**src/rtl/machine_timer_irq.sv**
```systemverilog
// Machine timer and interrupt source: 64-bit mtime/mtimecmp, msip bit and
// external interrupt synchronizer, exposed over a single-beat register port.
// The interrupt outputs are levels feeding mip[7], mip[3] and mip[11].
module machine_timer_irq #(
  parameter int unsigned PRESCALE    = 1,
  parameter int unsigned SYNC_STAGES = 2
) (
  input  logic        clk,
  input  logic        reset,
  input  logic        req_valid,
  input  logic        req_write,
  input  logic [4:0]  req_addr,
  input  logic [31:0] req_wdata,
  input  logic [1:0]  req_priv,
  output logic        rsp_valid,
  output logic [31:0] rsp_rdata,
  output logic        rsp_err,
  input  logic        ext_irq_async,
  output logic        timer_irq,
  output logic        soft_irq,
  output logic        ext_irq
);

  localparam int unsigned CNT_W = (PRESCALE > 1) ? $clog2(PRESCALE) : 1;
  localparam logic [CNT_W-1:0] CNT_MAX = CNT_W'(PRESCALE - 1);

  localparam logic [4:0] ADDR_MTIME_LO = 5'h00;
  localparam logic [4:0] ADDR_MTIME_HI = 5'h04;
  localparam logic [4:0] ADDR_CMP_LO   = 5'h08;
  localparam logic [4:0] ADDR_CMP_HI   = 5'h0C;
  localparam logic [4:0] ADDR_MSIP     = 5'h10;

  logic [63:0]            mtime_q, mtime_d;
  logic [63:0]            cmp_q, cmp_d;
  logic                   msip_q, msip_d;
  logic [31:0]            shadow_q, shadow_d;
  logic [CNT_W-1:0]       prescCnt_q, prescCnt_d;
  logic [SYNC_STAGES-1:0] sync_q;
  logic                   timer_q, timer_d;
  logic                   rspValid_q, rspValid_d;
  logic [31:0]            rspRdata_q, rspRdata_d;
  logic                   rspErr_q, rspErr_d;

  logic                   addrOk;
  logic                   accessErr;
  logic                   rdEn;
  logic                   wrEn;
  logic                   tick;

  // Decode the request: unmapped offsets, misaligned offsets and non-machine
  // requesters fault and must not touch any state, including the hi shadow.
  always_comb begin
    addrOk    = (req_addr == ADDR_MTIME_LO) || (req_addr == ADDR_MTIME_HI) ||
                (req_addr == ADDR_CMP_LO)   || (req_addr == ADDR_CMP_HI)   ||
                (req_addr == ADDR_MSIP);
    accessErr = (req_priv != 2'b11) || !addrOk;
    rdEn      = req_valid && !accessErr && !req_write;
    wrEn      = req_valid && !accessErr &&  req_write;
    tick      = (prescCnt_q == CNT_MAX);
  end

  // Next-state for timebase, registers and response. A write to one mtime
  // half overrides only that half of the incremented value, so the other half
  // still advances (lo write keeps the carry into hi; hi write drops it).
  always_comb begin
    mtime_d    = mtime_q + {63'd0, tick};
    prescCnt_d = tick ? '0 : prescCnt_q + CNT_W'(1);
    cmp_d      = cmp_q;
    msip_d     = msip_q;
    shadow_d   = shadow_q;
    rspValid_d = req_valid;
    rspErr_d   = req_valid && accessErr;
    rspRdata_d = '0;
    timer_d    = (mtime_q >= cmp_q);

    if (rdEn) begin
      case (req_addr)
        ADDR_MTIME_LO: begin
          rspRdata_d = mtime_q[31:0];
          shadow_d   = mtime_q[63:32];
        end
        ADDR_MTIME_HI: rspRdata_d = shadow_q;
        ADDR_CMP_LO:   rspRdata_d = cmp_q[31:0];
        ADDR_CMP_HI:   rspRdata_d = cmp_q[63:32];
        ADDR_MSIP:     rspRdata_d = {31'd0, msip_q};
        default:       rspRdata_d = '0;
      endcase
    end

    if (wrEn) begin
      case (req_addr)
        ADDR_MTIME_LO: begin
          mtime_d[31:0] = req_wdata;
          prescCnt_d    = '0;
        end
        ADDR_MTIME_HI: begin
          mtime_d[63:32] = req_wdata;
          prescCnt_d     = '0;
        end
        ADDR_CMP_LO:   cmp_d[31:0]  = req_wdata;
        ADDR_CMP_HI:   cmp_d[63:32] = req_wdata;
        ADDR_MSIP:     msip_d       = req_wdata[0];
        default:       msip_d       = msip_q;
      endcase
    end
  end

  // State registers; reset also kills any response still in flight.
  always_ff @(posedge clk or negedge reset) begin
    if (!reset) begin
      mtime_q    <= '0;
      cmp_q      <= '1;
      msip_q     <= 1'b0;
      shadow_q   <= '0;
      prescCnt_q <= '0;
      timer_q    <= 1'b0;
      rspValid_q <= 1'b0;
      rspRdata_q <= '0;
      rspErr_q   <= 1'b0;
    end else begin
      mtime_q    <= mtime_d;
      cmp_q      <= cmp_d;
      msip_q     <= msip_d;
      shadow_q   <= shadow_d;
      prescCnt_q <= prescCnt_d;
      timer_q    <= timer_d;
      rspValid_q <= rspValid_d;
      rspRdata_q <= rspRdata_d;
      rspErr_q   <= rspErr_d;
    end
  end

  // Multi-flop synchronizer bringing the asynchronous external level into clk.
  always_ff @(posedge clk or negedge reset) begin
    if (!reset) begin
      sync_q <= '0;
    end else begin
      sync_q <= {sync_q[SYNC_STAGES-2:0], ext_irq_async};
    end
  end

  assign rsp_valid = rspValid_q;
  assign rsp_rdata = rspRdata_q;
  assign rsp_err   = rspErr_q;
  assign timer_irq = timer_q;
  assign soft_irq  = msip_q;
  assign ext_irq   = sync_q[SYNC_STAGES-1];

endmodule
```
**config.mk**
```make
export PLATFORM = sky130hd
export DESIGN_NAME = machine_timer_irq
export DESIGN_NICKNAME = d
export VERILOG_FILES = /design/src/rtl/machine_timer_irq.sv
export SDC_FILE = /design/constraint.sdc
export NUM_CORES = 1
export LEC_CHECK = 0
export ABC_AREA = 1
export CAP_MARGIN = 20
export CORE_ASPECT_RATIO = 1.4
export CORE_MARGIN = 3
export CORE_UTILIZATION = 55
export DETAILED_ROUTE_END_ITERATION = 7
export PLACE_DENSITY_LB_ADDON = 0.2
export RECOVER_POWER = 100
export SLEW_MARGIN = 20
export SYNTH_ARGS = -nofsm -noshare
export SYNTH_HDL_FRONTEND = slang
export SYNTH_SLANG_ARGS = --single-unit
```
**constraint.sdc**
```tcl
create_clock -name clk -period 3.1 [get_ports clk]
set_input_delay 0.62 -clock clk [delete_from_list [all_inputs] [get_ports clk]]
set_output_delay 0.62 -clock clk [all_outputs]
set_load 0.1 [all_outputs]
```
==> results of run 1 <==
## worst max path at each step
stage	slack, ns	endpoint	cells after the start	from
final	0.52	cmp_q[9]	7	req_addr[4]
after global routing	0.33	mtime_q[29]	8	req_addr[4]
after CTS	0.75	mtime_q[32]	8	mtime_q[0]
after detailed placement	0.42	mtime_q[60]	10	req_addr[4]
after global placement	0.49	mtime_q[52]	10	req_addr[4]
after floorplan	1.22	mtime_q[54]	11	req_addr[4]
## logic make-up (layout without fill, tap and decap cells)
family | count (synthesis) | count (layout) | share of synthesized area
and+or+nand+nor | 814 | 814 | 0.2845
adders and majority gates | 65 | 65 | 0.07000
xor gates and xnor gates | 33 | 33 | 0.02488
buffers and inverters | 253 | 341 | 0.08368
AOI/OAI and AO/OA | 214 | 214 | 0.1036
DFF | 198 | 198 | 0.4333
## through the flow
stage                     hold WS (ns)  total power, mW
after CTS                       0.2298            5.671
after global placement          0.3398            3.412
final                           0.3515            5.637
after detailed placement        0.3403            3.425
after floorplan                 0.3244            3.151
after global routing            0.3679            5.846
## placed cells by master (no fill, tap or decap), types with 27 or more instances in the layout
cell type and count:
a21oi_1 40, a41oi_1 30, clkbuf_1 38, clkdlybuf4s50_1 39
dfrtp_1 134, dfstp_2 63, ha_1 65, inv_1 202
nand2_1 539, nand3_1 66, nand4_1 27, nor2_1 156
o21ai_0 128
## sequential cells by signal, indices dropped and copies added (netlist names)
name	flops
cmp_q	64
mtime_q	64
rsp_rdata	32
shadow_q	32
sync_q	2
rsp_err	1
rsp_valid	1
soft_irq	1
timer_irq	1
## worst max-delay path, cell delays in order
cell and delay (ns):
dlygate4sd3_1 0.71, o21ai_2 0.21, nand4_1 0.12, nor2_1 0.41, nand2_2 0.10, clkbuf_2 0.43
o21ai_0 0.31
## per-layer routing
metal / GRT usage / vias up / share of wire
li1: - / 5165 / -
met1: 0.3893 / 5106 / 0.41
met2: 0.5465 / 340 / 0.51
met3: 0.04374 / 81 / 0.043
met4: 0.1300 / 0 / 0.034
met5: 0 / - / 0
## final cells by class
type                            count  area, um^2  area share
Inverter                          207       777.0     0.05941
Clock buffer                       21       470.5     0.03597
Sequential cell                   198        5035      0.3850
Clock inverter                     11       123.9    0.009471
Tap cell                          256       320.3     0.02449
Timing Repair Buffer              102       749.5     0.05730
Multi-Input combinational cell   1126        5603      0.4284
## where the power goes
part | switching, mW | internal, mW | total, mW
logic | 0.370 | 0.228 | 0.598
registers | 0.109 | 2.67 | 2.78
clock network | 1.01 | 1.25 | 2.26
total | 1.49 | 4.15 | 5.64
## Yosys cell counts
library cell,n,area (um^2)
xor2_1,20,175.2
a21o_1,2,15.01
nand3_1,65,325.3
dfrtp_1,134,3353
clkbuf_1,35,131.4
o21ai_2,1,8.760
nand2_4,1,11.26
nand2_1,538,2019
nand4_1,26,162.7
and2_1,5,31.28
ha_1,65,813.3
nor3_1,12,60.06
nor2_4,1,11.26
a41oi_1,30,262.8
nor4_4,1,21.27
a21oi_1,40,200.2
o21ai_0,115,575.6
nor2_1,155,581.8
o21bai_1,1,7.510
nor2_2,1,6.260
nand3_2,1,10.01
o21ai_1,21,105.1
buf_1,3,11.26
nor3b_1,1,7.510
buf_6,2,22.52
inv_1,202,758.2
dfstp_2,64,1682
xnor2_1,13,113.9
o21a_1,3,22.52
nor3_2,2,20.02
nand2_2,4,25.02
buf_2,6,30.03
nand4_2,1,12.51
inv_2,5,18.77
a31oi_1,1,6.260
==> results_dict.tcl, run 1 <==
set metrics [dict create \
    holdPathStages 0 \
    drt_wl_total_um 34880 \
    drc_errors 0 \
    cts_resized 0 \
    gp_congestion 1.042 \
    hold_viol 0 \
    clk_pin_slew_worst_paths_ns 0.07 \
    min_path_type "flop to flop" \
    grt-ovfl-total 0 \
    pre_cts_ws_ns 0.4207 \
    ys_ff_latch 198 \
    violations "max-capacitance violations, max-slew violations" \
    layout-drive-gt1-share 0.07868 \
    synthToLayoutAreaGrowth_pct 12.57 \
    dp_hpwl_um 26820 \
    ys.warnings.count 0 \
    ioPinCount 81 \
    status "finished with violations" \
    mappedNetlistNets 1686 \
    drtPass1Iterations 8 \
    drv_slew 80 \
    clkSinkCount 198 \
    vias 10692 \
    drt_iter0_drc 747 \
    maxSlewHeadroom -0.3832 \
    fmax_mhz 387.9 \
    worst-setup-path-type "input port to flop" \
    grt_use_total 0.3140 \
    num-fill-cells 1894 \
    fin_util 0.6338 \
    worstMarginPinSlew_ns 2.075 \
    synthCells 1577 \
    power_density_mw_per_mm2 431.0 \
    timing.final.crit_share 0.8317 \
    synth.avg_cell_area_um2 7.368 \
    critPathRequiredTime_ns 3.45 \
    grt_max_degree 81 \
    ff2ff_setup_slack_ns 0.70 \
    ctsHoldBuffers 0 \
    synth.cell_area_mm2 0.01162 \
    cts_tree "built" \
    hold_end "sync_q[1]" \
    seq_area_frac_synth 0.4333 \
    antenna_found_initial 0 \
    regToRegEndpoint "timer_irq" \
    fin_skew_ns 0.01178 \
    start_util 0.5631 \
    rsz0062_at_grt "no" \
    path_max_fanout 32 \
    via_per_inst 5.566 \
    grt_pass1_vias 10585 \
    die_w_um 128.8 \
    placed_cells 1889 \
    ys_types 35 \
    ir_worst_vdd_mv 0.3786 \
    leakage_nw 5.869 \
    port_buffers 80 \
    fin_crit_ns 2.578 \
    cp-end-kind "flop" \
    clock_latency_ns 0.44 \
    fp.coreArea_mm2 0.02063 \
    fin_nets 1761 \
    htreeDepth 4 \
    setup_viol 0 \
    drtAntennaViolNets 0 \
    die_height_um 178.0 \
    postCtsSetupRepairBufs 0 \
    critPathLaunchType "input port" \
    wl_per_cell_um 18.15 \
    cts_buffer_depth 2 \
    dpl_cell_area_mm2 0.01267 \
    final_area_mm2 0.01308 \
    timing.setup.tns_ns 0 \
    die-area_mm2 0.02293 \
    reg2reg_depth 10 \
    final_cells 1921 \
    antenna_cells 0 \
    hp-start "sync_q[0]" \
    cts_buffers 17 \
    arrival_ns 2.93 \
    grt_pass1_wl_um 55550 \
    maxCapViolCount 1 \
    rows 62 \
    setup_ws_ns 0.5217 \
    reg2reg_from "cmp_q[63]" \
    cts-root-buf "clkbuf_16" \
]
Power figures use the tool's default switching activity.
==> run 2: changes to the inputs <==
clock period = 2.63 ns   (was 3.1 ns; I/O delays follow)
==> run 2 against run 1 <==
The run still ends with max-capacitance violations, max-slew violations left; non-clock buffer count is 12 higher; largest power group unchanged; global-route usage fell by 0.51 points; via count shrank 0.46%; first-iteration DRC count up 0.27%; critical path type unchanged.
==> results_dict.tcl, run 2 (synthesis results as in run 1) <==
set metrics [dict create \
    reg2reg_from "cmp_q[63]" \
    holdPathStages 0 \
    fin_total_pwr_mw 6.708 \
    holdWs_ns 0.3521 \
    crit_path_start "req_addr[2]" \
    clock_latency_ns 0.45 \
    antenna_cells 0 \
    dp_hpwl_um 26610 \
    synthToLayoutAreaGrowth_pct 13.32 \
    fin_skew_ns 0.009305 \
    fin_nets 1773 \
    leakage_nw 5.943 \
    largestRegisters "cmp_q (64), mtime_q (64)" \
    drv_slew 60 \
    regToRegEndpoint "timer_irq" \
    setup_viol 0 \
    fin_crit_ns 2.374 \
    start_util 0.5631 \
    die_height_um 178.0 \
    cts_tree "built" \
    timing.setup.tns_ns 0 \
    htreeDepth 4 \
    critPathRequiredTime_ns 2.96 \
    worst-setup-path-type "input port to flop" \
    clk_pin_slew_worst_paths_ns 0.07 \
    grt_max_degree 65 \
    grt_use_total 0.3089 \
    hp-start "sync_q[0]" \
    path_max_fanout 32 \
    status "finished with violations" \
    worstMarginPinSlew_ns 1.602 \
    layout-drive-gt1-share 0.08587 \
    num-fill-cells 1881 \
    ctsHoldBuffers 0 \
    layout_common_cells "nand2_1 (538), inv_1 (203), nor2_1 (156), dfrtp_1 (134), o21ai_0 (130)" \
    drt_wl_total_um 34370 \
    min_path_type "flop to flop" \
    ioPinCount 81 \
    cts_buffer_depth 2 \
    arrival_ns 2.71 \
    vias 10643 \
    clkSinkCount 198 \
    reg2reg_depth 10 \
    die_w_um 128.8 \
    die-area_mm2 0.02293 \
    antenna_found_initial 0 \
    wl_per_cell_um 17.78 \
    cts_buffers 17 \
    via_per_inst 5.506 \
    hold_viol 0 \
    maxSlewHeadroom -0.06770 \
    rsz0062_at_grt "no" \
    grt_pass1_wl_um 54590 \
    layout_commonest_cell "nand2_1" \
    ir_worst_vdd_mv 0.4408 \
    violations "max-capacitance violations, max-slew violations" \
    rows 62 \
    drc_errors 0 \
    critPathLaunchType "input port" \
    cp-end-kind "flop" \
    grt-ovfl-total 0 \
    power_density_mw_per_mm2 509.5 \
    drt_iter0_drc 749 \
    drtAntennaViolNets 0 \
    gp_congestion 1.071 \
    drtPass1Iterations 6 \
    postCtsSetupRepairBufs 0 \
    grt_pass1_vias 10364 \
    cts_resized 0 \
    hold_end "sync_q[1]" \
    timing.final.crit_share 0.9025 \
    port_buffers 80 \
    cts-root-buf "clkbuf_16" \
    maxCapViolCount 1 \
    ff2ff_setup_slack_ns 0.30 \
    fp.coreArea_mm2 0.02063 \
    fmax_mhz 421.3 \
]
run 2: changes by cell type in the layout (fill, tap and decap cells not counted), moves of 2 or more:
cell,before,now
clkinvlp_4,3,0
inv_8,0,2
o21ai_0,128,130
clkbuf_2,8,5
buf_12,3,1
buf_4,12,26
clkbuf_8,3,1
inv_6,1,6
o21ai_1,8,6
run 2: per-layer routing:
metal | vias to the layer above | routed length (um) | GRT usage
met5 | - | 0 | 0
met1 | 5008 | 14050 | 0.3908
met3 | 94 | 1650 | 0.04344
li1 | 5196 | - | -
met4 | 0 | 1461 | 0.1344
met2 | 345 | 17200 | 0.5257
run 2: through the flow:
step             util  cell area (um^2)  instances  setup slack [ns]
4_1_cts        0.6482             13380       1933            0.3319
3_3_place_gp   0.6190             12770       1901            0.2665
3_5_place_dp   0.6190             12770       1901            0.1839
6_report       0.6381             13170       1933            0.2563
2_1_floorplan       -             11620       1577            0.8452
5_1_grt        0.6381             13170       1933           0.09941
run 2: cell type report:
type	instances	area [um^2]	area share
Clock inverter	14	162.7	0.01235
Timing Repair Buffer	114	822.0	0.06243
Inverter	207	777.0	0.05901
Clock buffer	18	439.2	0.03336
Tap cell	256	320.3	0.02433
Multi-Input combinational cell	1126	5610	0.4261
Sequential cell	198	5035	0.3824
run 2: report_power, final:
group | internal, mW | switching (mW)
sequential | 3.14 | 0.131
clock | 1.46 | 1.26
combinational | 0.275 | 0.443
run 2: worst max-delay path by stage:
stage	endpoint	cells past startpoint
after floorplan	mtime_q[54]	11
after global placement	shadow_q[16]	9
after detailed placement	mtime_q[27]	9
after CTS	timer_irq	10
after global routing	mtime_q[27]	9
final	rsp_rdata[20]	9
run 2: worst max-delay path: stages:
cell and delay (ns):
dlygate4sd3_1 0.60, nor2_1 0.11, nand2_1 0.12, o21ai_2 0.09
nand4_1 0.12, inv_1 0.10, nand2_1 0.05, clkbuf_2 0.53
a41oi_1 0.44
